**src/rtl/mem_port_arbiter_pkg.sv**
```systemverilog
// Shared types and constants for the two-requester memory port arbiter.
// Holds the FSM state enum, requester IDs and the default timeout.
package mem_arb_pkg;

  typedef enum logic [1:0] {
    ST_IDLE    = 2'd0,
    ST_BUSY_IF = 2'd1,
    ST_BUSY_D  = 2'd2
  } state_e;

  localparam logic REQ_IF = 1'b0;
  localparam logic REQ_D  = 1'b1;

  localparam int unsigned TIMEOUT_DEF = 32'd255;
  localparam int unsigned WSTRB_W     = 32'd4;

  // Width of a counter that must hold values 0..t; a zero timeout still gets one bit.
  function automatic int unsigned cnt_width(input int unsigned t);
    if (t > 32'd0) begin
      return $clog2(t + 32'd1);
    end else begin
      return 32'd1;
    end
  endfunction

endpackage

```
**src/rtl/mem_port_arbiter_pick.sv**
```systemverilog
// Two-way winner selection between fetch and load-store requesters.
// MEM_ARB_RR_EN selects round-robin ties; otherwise data always wins ties.
module mem_arb_pick
  import mem_arb_pkg::*;
(
  input  logic if_req_i,
  input  logic d_req_i,
`ifdef MEM_ARB_RR_EN
  input  logic last_id_i,
`endif
  output logic any_req_o,
  output logic win_id_o
);

  // Combinational pick; a lone requester always wins.
  always_comb begin
    any_req_o = if_req_i | d_req_i;
    win_id_o  = REQ_IF;
    if (if_req_i && d_req_i) begin
`ifdef MEM_ARB_RR_EN
      win_id_o = (last_id_i == REQ_IF) ? REQ_D : REQ_IF;
`else
      win_id_o = REQ_D;
`endif
    end else if (d_req_i) begin
      win_id_o = REQ_D;
    end else begin
      win_id_o = REQ_IF;
    end
  end

endmodule

```
**src/rtl/mem_port_arbiter.sv**
```systemverilog
// Arbitrates an instruction-fetch and a load-store requester onto one memory port.
// Optional round-robin tie-break enabled with MEM_ARB_RR_EN.
module mem_port_arbiter
  import mem_arb_pkg::*;
#(
  parameter int unsigned ADDR_W  = 32'd32,
  parameter int unsigned DATA_W  = 32'd32,
  parameter int unsigned TIMEOUT = TIMEOUT_DEF
) (
  input  logic               clk,
  input  logic               rst_n,
  input  logic               if_req,
  input  logic [ADDR_W-1:0]  if_addr,
  output logic               if_gnt,
  output logic               if_done,
  output logic               if_err,
  output logic [DATA_W-1:0]  if_rdata,
  input  logic               d_req,
  input  logic               d_we,
  input  logic [ADDR_W-1:0]  d_addr,
  input  logic [DATA_W-1:0]  d_wdata,
  input  logic [WSTRB_W-1:0] d_wstrb,
  output logic               d_gnt,
  output logic               d_done,
  output logic               d_err,
  output logic [DATA_W-1:0]  d_rdata,
  output logic               mem_req,
  output logic               mem_we,
  output logic [ADDR_W-1:0]  mem_addr,
  output logic [DATA_W-1:0]  mem_wdata,
  output logic [WSTRB_W-1:0] mem_wstrb,
  input  logic               mem_ready,
  input  logic [DATA_W-1:0]  mem_rdata,
  output logic               busy
);

  localparam int unsigned CNT_W = cnt_width(TIMEOUT);
  localparam logic [CNT_W-1:0] TO_LAST =
    CNT_W'((TIMEOUT > 32'd0) ? (TIMEOUT - 32'd1) : 32'd0);

  state_e              state_q, state_d;
  logic [CNT_W-1:0]    cnt_q, cnt_d;
  logic                mem_req_q, mem_req_d;
  logic                mem_we_q, mem_we_d;
  logic [ADDR_W-1:0]   mem_addr_q, mem_addr_d;
  logic [DATA_W-1:0]   mem_wdata_q, mem_wdata_d;
  logic [WSTRB_W-1:0]  mem_wstrb_q, mem_wstrb_d;
  logic                if_gnt_q, if_gnt_d;
  logic                d_gnt_q, d_gnt_d;
  logic                if_done_q, if_done_d;
  logic                d_done_q, d_done_d;
  logic                if_err_q, if_err_d;
  logic                d_err_q, d_err_d;
  logic [DATA_W-1:0]   if_rdata_q, if_rdata_d;
  logic [DATA_W-1:0]   d_rdata_q, d_rdata_d;
  logic                busy_q, busy_d;
  logic                any_req_s;
  logic                win_id_s;
  logic                timeout_hit_s;

`ifdef MEM_ARB_RR_EN
  logic last_q, last_d;

  // Round-robin pointer follows every grant.
  always_comb begin
    last_d = last_q;
    if ((state_q == ST_IDLE) && any_req_s) begin
      last_d = win_id_s;
    end else begin
      last_d = last_q;
    end
  end

  // Pointer register; reset means fetch was served last so data wins the first tie.
  always_ff @(posedge clk or negedge rst_n) begin
    if (!rst_n) begin
      last_q <= REQ_IF;
    end else begin
      last_q <= last_d;
    end
  end
`endif

  mem_arb_pick u_pick (
    .if_req_i  (if_req),
    .d_req_i   (d_req),
`ifdef MEM_ARB_RR_EN
    .last_id_i (last_q),
`endif
    .any_req_o (any_req_s),
    .win_id_o  (win_id_s)
  );

  assign timeout_hit_s = (TIMEOUT != 32'd0) && (cnt_q == TO_LAST);

  // Next-state and output computation; pulses default low, data registers hold.
  always_comb begin
    state_d     = state_q;
    cnt_d       = cnt_q;
    mem_req_d   = mem_req_q;
    mem_we_d    = mem_we_q;
    mem_addr_d  = mem_addr_q;
    mem_wdata_d = mem_wdata_q;
    mem_wstrb_d = mem_wstrb_q;
    if_gnt_d    = 1'b0;
    d_gnt_d     = 1'b0;
    if_done_d   = 1'b0;
    d_done_d    = 1'b0;
    if_err_d    = 1'b0;
    d_err_d     = 1'b0;
    if_rdata_d  = if_rdata_q;
    d_rdata_d   = d_rdata_q;
    case (state_q)
      ST_IDLE: begin
        cnt_d = {CNT_W{1'b0}};
        if (any_req_s && (win_id_s == REQ_D)) begin
          state_d     = ST_BUSY_D;
          d_gnt_d     = 1'b1;
          mem_req_d   = 1'b1;
          mem_we_d    = d_we;
          mem_addr_d  = d_addr;
          mem_wdata_d = d_wdata;
          mem_wstrb_d = d_wstrb;
        end else if (any_req_s) begin
          state_d     = ST_BUSY_IF;
          if_gnt_d    = 1'b1;
          mem_req_d   = 1'b1;
          mem_we_d    = 1'b0;
          mem_addr_d  = if_addr;
          mem_wdata_d = {DATA_W{1'b0}};
          mem_wstrb_d = {WSTRB_W{1'b0}};
        end else begin
          mem_req_d = 1'b0;
        end
      end
      ST_BUSY_IF, ST_BUSY_D: begin
        // A late mem_ready still beats a timeout landing on the same cycle.
        if (mem_ready || timeout_hit_s) begin
          state_d   = ST_IDLE;
          cnt_d     = {CNT_W{1'b0}};
          mem_req_d = 1'b0;
          if (state_q == ST_BUSY_IF) begin
            if_done_d  = 1'b1;
            if_err_d   = ~mem_ready;
            if_rdata_d = mem_ready ? mem_rdata : {DATA_W{1'b0}};
          end else begin
            d_done_d = 1'b1;
            d_err_d  = ~mem_ready;
            if (!mem_ready) begin
              d_rdata_d = {DATA_W{1'b0}};
            end else if (!mem_we_q) begin
              d_rdata_d = mem_rdata;
            end else begin
              d_rdata_d = d_rdata_q;
            end
          end
        end else if (TIMEOUT != 32'd0) begin
          cnt_d = cnt_q + CNT_W'(32'd1);
        end else begin
          cnt_d = cnt_q;
        end
      end
      default: begin
        state_d   = ST_IDLE;
        cnt_d     = {CNT_W{1'b0}};
        mem_req_d = 1'b0;
      end
    endcase
    busy_d = (state_d != ST_IDLE);
  end

  // State and output registers; reset abandons any transaction silently.
  always_ff @(posedge clk or negedge rst_n) begin
    if (!rst_n) begin
      state_q     <= ST_IDLE;
      cnt_q       <= {CNT_W{1'b0}};
      mem_req_q   <= 1'b0;
      mem_we_q    <= 1'b0;
      mem_addr_q  <= {ADDR_W{1'b0}};
      mem_wdata_q <= {DATA_W{1'b0}};
      mem_wstrb_q <= {WSTRB_W{1'b0}};
      if_gnt_q    <= 1'b0;
      d_gnt_q     <= 1'b0;
      if_done_q   <= 1'b0;
      d_done_q    <= 1'b0;
      if_err_q    <= 1'b0;
      d_err_q     <= 1'b0;
      if_rdata_q  <= {DATA_W{1'b0}};
      d_rdata_q   <= {DATA_W{1'b0}};
      busy_q      <= 1'b0;
    end else begin
      state_q     <= state_d;
      cnt_q       <= cnt_d;
      mem_req_q   <= mem_req_d;
      mem_we_q    <= mem_we_d;
      mem_addr_q  <= mem_addr_d;
      mem_wdata_q <= mem_wdata_d;
      mem_wstrb_q <= mem_wstrb_d;
      if_gnt_q    <= if_gnt_d;
      d_gnt_q     <= d_gnt_d;
      if_done_q   <= if_done_d;
      d_done_q    <= d_done_d;
      if_err_q    <= if_err_d;
      d_err_q     <= d_err_d;
      if_rdata_q  <= if_rdata_d;
      d_rdata_q   <= d_rdata_d;
      busy_q      <= busy_d;
    end
  end

  assign if_gnt    = if_gnt_q;
  assign if_done   = if_done_q;
  assign if_err    = if_err_q;
  assign if_rdata  = if_rdata_q;
  assign d_gnt     = d_gnt_q;
  assign d_done    = d_done_q;
  assign d_err     = d_err_q;
  assign d_rdata   = d_rdata_q;
  assign mem_req   = mem_req_q;
  assign mem_we    = mem_we_q;
  assign mem_addr  = mem_addr_q;
  assign mem_wdata = mem_wdata_q;
  assign mem_wstrb = mem_wstrb_q;
  assign busy      = busy_q;

endmodule

```
**config.mk**
```make
export PLATFORM = sky130hd
export DESIGN_NAME = mem_port_arbiter
export DESIGN_NICKNAME = d
export VERILOG_FILES = /design/src/rtl/mem_port_arbiter_pkg.sv /design/src/rtl/mem_port_arbiter_pick.sv /design/src/rtl/mem_port_arbiter.sv
export SDC_FILE = /design/constraint.sdc
export NUM_CORES = 1
export LEC_CHECK = 0
export BUFFER_PORTS_ARGS = -buffer_cell sky130_fd_sc_hd__buf_2
export CAP_MARGIN = 15
export CORE_MARGIN = 10
export CORE_UTILIZATION = 40
export CTS_CLUSTER_SIZE = 24
export DETAILED_ROUTE_END_ITERATION = 12
export PLACE_DENSITY = 0.8
export SLEW_MARGIN = 20
export SYNTH_ARGS = -nofsm -noshare
export SYNTH_HDL_FRONTEND = slang
export SYNTH_SLANG_ARGS = --single-unit
```
**constraint.sdc**
```tcl
create_clock -name clk -period 3.45 [get_ports clk]
set_input_delay 0.69 -clock clk [delete_from_list [all_inputs] [get_ports clk]]
set_output_delay 0.69 -clock clk [all_outputs]
set_load 0.01 [all_outputs]
```
# Yosys cells after proc, flatten, opt, wreduce, memory -nomap -nowiden
# Index checks and enable logic that the tools add are counted.
# op_classes
reduce_logical,10
n_eq_ne,5
n_mux,39
bitwise_logic,3
addsub,1
# op_table
cell,count
$mux W32,7
$mux W1,23
$mux W8,2
$add A8 B1 Y8 const B,1
$eq A8 B8 Y1 const B,1
$mux W4,2
$mux W2,3
$ne A2 B2 Y1 const B,2
$pmux W2 S2,1
$reduce_and A4 Y1,1
$reduce_bool A2 Y1,2
$reduce_and A3 Y1,1
$eq A2 B1 Y1 const B,1
$eq A2 B2 Y1 const B,1
$logic_and A1 B1 Y1,2
$logic_not A2 Y1,1
$not A1 Y1,2
$pmux W1 S2,1
$reduce_and A2 Y1,1
$reduce_or A2 Y1,1
$logic_or A1 B1 Y1,1
$or A1 B1 Y1,1
# totals
wordCells,74
ff_bits,151
input_bits,138
output_inout_bits,141

# Logic depth before layout (Yosys ltp)
# depth
depth_word,6
ltp_mapped,8
ltp_nobuf,5

# By module
# Synthesis repeated with hierarchy kept, for this count alone.
# hier_totals
hier_cells,630
hier_area_um2,6742.7
# by_module_without_submodules
mod,instances,seq_area_each_um2,area_each_um2,cells_each
mem_port_arbiter,1,3778.6,6732.7,628
mem_arb_pick,1,0.0,10.0,2

# Worst setup path after synthesis
# Ideal clock, no wire load.
# synth_path
path_kind,input -> register
startpoint,in mem_ready
endpoint,"reg if_rdata_q[10], in the netlist if_rdata[10]"
path_buffers,3
arrival_time_ns,1.576
path_slack_ns,1.755
required_ns,3.331
stages,6
setup_time_ns,0.119
cell_sequence,buf_2 > and2_1 > clkbuf_1 > buf_2 > a21oi_1 > a21bo_2
# synth_via
elab_chain_cells,2
elab_cells_between_ends,3
cone_classes,mux: 1; reduce/logical: 2
# synth_rtl
item,line,source
"start, declared",mem_port_arbiter.sv:32,"input logic mem_ready,"
$logic_or A1 B1 Y1,mem_port_arbiter.sv:138,if (mem_ready || timeout_hit_s) begin
$reduce_and A3 Y1 (no source line),--,
"end signal, assigned",mem_port_arbiter.sv:188,if_rdata_q <= {DATA_W{1'b0}};
"end signal, assigned",mem_port_arbiter.sv:205,if_rdata_q <= if_rdata_d;
"end, declared",mem_port_arbiter.sv:54,"logic [DATA_W-1:0] if_rdata_q, if_rdata_d;"
# Several ways; a longest one is shown, not always the timed one.
# A chain may end at the register's enable or synchronous reset.

# Worst setup path in the final report
# layout_path
startpoint,reg state_q[1]
endpoint,"reg d_rdata_q[26], in the netlist d_rdata[26]"
# layout_via
elab_chain_cells,3
elab_cells_between_ends,5
cone_classes,eq/ne: 2; bitwise: 1; reduce/logical: 2
# layout_rtl
item,line,source
"start, declared",mem_port_arbiter.sv:41,"state_e state_q, state_d;"
"start signal, assigned",mem_port_arbiter.sv:192,state_q <= state_d;
$eq A2 B1 Y1 or $eq A2 B2 Y1 (tied branches),"mem_port_arbiter.sv:113, mem_port_arbiter.sv:142",
$reduce_or A2 Y1 or $not A1 Y1 (tied branches),--,
$reduce_and A4 Y1 (no source line) (*),--,
"end signal, assigned",mem_port_arbiter.sv:189,d_rdata_q <= {DATA_W{1'b0}};
"end signal, assigned",mem_port_arbiter.sv:206,d_rdata_q <= d_rdata_d;
"end, declared",mem_port_arbiter.sv:55,"logic [DATA_W-1:0] d_rdata_q, d_rdata_d;"
# Mark *: on every way between the ends. The rest lies on a longest branch, timed or not.

==> reports/qor.csv <==
stage,metric,value,unit
finish,nets,991,
timing,setup_violations,0,
yosys,syn-cell-area,6750,um^2
yosys,synth-seq-cells,151,
setup_path,cp_data_arrival_time,2700,ps
routing,drc,0,
global_routing,grt_antenna_before_repair,4,
timing,maxClockFrequency,0.425,GHz
timing,relSlewSlack,33.6,%
placed_design,port_buffers,278,
global_routing,grt_max_degree,90,
finish,drive_gt1_share,41.2,%
clock_network,insertion_delay,420,ps
finish,n_fill_cell,1475,
setup_path,critical-path-max-stage-delay,580,ps
floorplan,die-height,150,um
timing,fin_crit_sh,68.3,%
timing,clock_skew,15.5,ps
timing,layout_setup_ws,1100,ps
timing,slew_viol_final,0,
placed_design,placed_cell_area,8320,um^2
setup_path,cp_max_fo,33,
routing,drt-total-wl,21.1,mm
routing,top_layer_used,met5,
placed_design,dp_hpwl,15.7,mm
clock_network,clock_sinks,151,
power,p_leak,4.48,nW
floorplan,io_pins,279,
setup_path,cp_slowest_cell,ha_1,
yosys,synth_edf_count,0,
clock_network,cts_setup_buffers,0,
setup_path,crit_buf_inv,3,
setup_path,critPathRequiredTime,3800,ps
placed_design,dp.cells,1049,
floorplan,dieArea,22500,um^2
timing,grt_setup_unrepaired,no,
yosys,syn_nets,730,
yosys,netlist.area_leader.share,55.9,%
power,p_total,8.48,mW
clock_network,clkSlewWorstSetupHoldPaths,60,ps
yosys,syn_avg_cell_area,11.5,um^2
timing,fin_setup_tns,0,ps
global_routing,grt_pass1_vias,5814,
global_routing,grt-ovfl-total,0,
timing,tightest_slew,994,ps
clock_network,cts_hold_buf,0,
floorplan,rows,47,
routing,drtIter0Drc,256,
setup_path,setup.worst_path.class,flip-flop to flip-flop,
timing,fin_crit,2350,ps
clock_network,clockBufferDepth,2,
outcome,run_status,completed,
floorplan,core,16600,um^2
placed_design,routabilityCongestion,0.785,
yosys,synthFlopType,dfrtp_1,
yosys,seq_area_frac_synth,55.9,%
yosys,synthCells,587,
finish,final_cell_area,8900,um^2
placed_design,pre_cts_ws,900,ps
routing,ant_nets,0,
floorplan,initial_utilization,40.7,%
yosys,yosys.area.top_type,dfrtp_1,
global_routing,grt_use_total,18.2,%
routing,via_count,5565,
setup_path,startpoint_type,flip-flop,
finish,area_delta_synth_final,31.8,%
setup_path,crit_family,buffers and inverters,
power,powerDensity,953,nW/um^2
clock_network,root_buffer,clkbuf_16,
clock_network,cts_buffers,17,
timing,hold_viol,0,
worst_hold_path,hp-class,primary input to async pin,
routing,drt_first_pass_iters,4,
yosys,ys_types,40,
global_routing,grt_pass1_wl,32.0,mm
routing,wl_met2,10.1,mm
routing,wl_met1,8.61,mm
clock_network,htreeDepth,4,
finish,final_cell_count_no_fill,1083,
yosys,synth_top_cells_by_area,"dfrtp_1 56%, mux2i_1 4.9%, a22o_1 4.8%",
clock_network,ctsResizeCount,0,
setup_path,end_kind,flip-flop,
yosys,synth-async-reset-ratio,100,%
setup_path,crit_path_frequent_cell,buf_4,
routing,vias_per_cell,5.14,
job,max_cap_viol_count,0,
yosys,yosysWarnings,0,
power,ir_worst_vdd,0.411,mV
floorplan,die_x,150,um
setup_path,path_cells,inv_1 > ha_1 > buf_4 > and2b_1 > buf_4 > a21boi_0 > a211o_1,
routing,wl_per_cell,19.5,um
clock_network,cts_tree,done,
routing,route.met3.wl,2.08,mm
## cell type report
| cell class | count | area [um^2] | share of cell area (%) |
|---|---|---|---|
| antenna | 2 | 5.00 | 0.0562 |
| clock inverter | 12 | 118 | 1.32 |
| clock buffer | 20 | 457 | 5.13 |
| tap | 220 | 275 | 3.09 |
| timing repair buffer | 289 | 1490 | 16.8 |
| inverter | 8 | 30.0 | 0.337 |
| multi-input combinational | 381 | 2740 | 30.8 |
| sequential | 151 | 3780 | 42.5 |
## final timing paths
| check | from | end | slack (ps) | cells past startpoint |
|---|---|---|---|---|
| max in group asynchronous | rst_n | cnt_q[7]$_DFF_PN0_ | 2340 | 2 |
| max | state_q[1]$_DFF_PN0_ | d_rdata[26]$_DFFE_PN0P_ | 1100 | 7 |
| max reg2reg | state_q[1]$_DFF_PN0_ | d_rdata[26]$_DFFE_PN0P_ | 1100 | 7 |
| min in group clk | mem_addr[23]$_DFFE_PN0P_ | mem_addr[23]$_DFFE_PN0P_ | 480 | 2 |
| min | rst_n | if_rdata[14]$_DFFE_PN0P_ | 260 | 1 |
| min reg2reg | mem_addr[23]$_DFFE_PN0P_ | mem_addr[23]$_DFFE_PN0P_ | 480 | 2 |
## cell usage in the layout, fill, tap and decap left out, drive strengths merged, types with 11 or more instances in the layout
master | netlist | final
o21ai | 37 | 37
a21boi | 33 | 33
nor2b | 28 | 28
mux2i | 33 | 33
nand2 | 35 | 35
buf | 22 | 289
a21bo | 32 | 32
clkbuf | 25 | 20
dfrtp | 151 | 151
and3 | 33 | 33
a21oi | 38 | 38
a211o | 32 | 32
a22o | 37 | 37
inv | 8 | 11
## sequential cells by signal, indices dropped and copies added (netlist names)
| register | flops |
|---|---|
| mem_wstrb | 4 |
| d_gnt | 1 |
| mem_we | 1 |
| d_err | 1 |
| if_err | 1 |
| mem_wdata | 32 |
| if_gnt | 1 |
| if_done | 1 |
| d_done | 1 |
| cnt_q | 8 |
| mem_req | 1 |
| mem_addr | 32 |
| busy | 1 |
| d_rdata | 32 |
| if_rdata | 32 |
| state_q | 2 |
## per-stage QoR
step                      hold slack, ps  utilization [%]
after floorplan                      394                -
after global placement               456             50.2
after detailed placement             469             50.2
after CTS                            282             53.6
after global routing                 282             53.7
final                                259             53.7
## cells by family after synthesis
| group | after synthesis | share of synthesized area [%] |
|---|---|---|
| compound gates | 214 | 23.7 |
| flops | 151 | 55.9 |
| simple gates | 127 | 10.6 |
| buf+inv | 55 | 3.71 |
| mux | 33 | 4.89 |
| fa+ha+maj | 5 | 0.926 |
| xor+xnor | 2 | 0.259 |
## per-layer routing
metal  track usage, %  up-vias
li1                 -     2649
met1             20.9     2654
met2             29.8      231
met3             8.45       27
met4             5.73        4
met5                0        -
## power by group
part	leakage, nW	switching [mW]	total, mW	internal, mW
Sequential	1.76	0.498	3.06	2.56
Combinational	2.45	1.95	3.63	1.68
Clock	0.275	0.749	1.79	1.04
Total	4.48	3.20	8.48	5.28
## synth_stat cells, types with 2 or more instances
cell type	instances
clkbuf_1	24
buf_6	2
nor2b_1	28
buf_2	19
a21bo_2	29
nor2_1	6
xor2_1	2
nand4_1	2
and2b_1	8
nand2b_1	2
a22o_1	37
and2_1	2
o21ai_0	35
inv_1	8
a21bo_1	3
a21boi_0	33
or3_1	2
nand2_1	35
a21oi_1	37
o32ai_1	2
ha_1	5
nand3_1	3
and3_1	33
dfrtp_1	151
a211o_1	32
mux2i_1	33
Power figures use the tool's default switching activity.
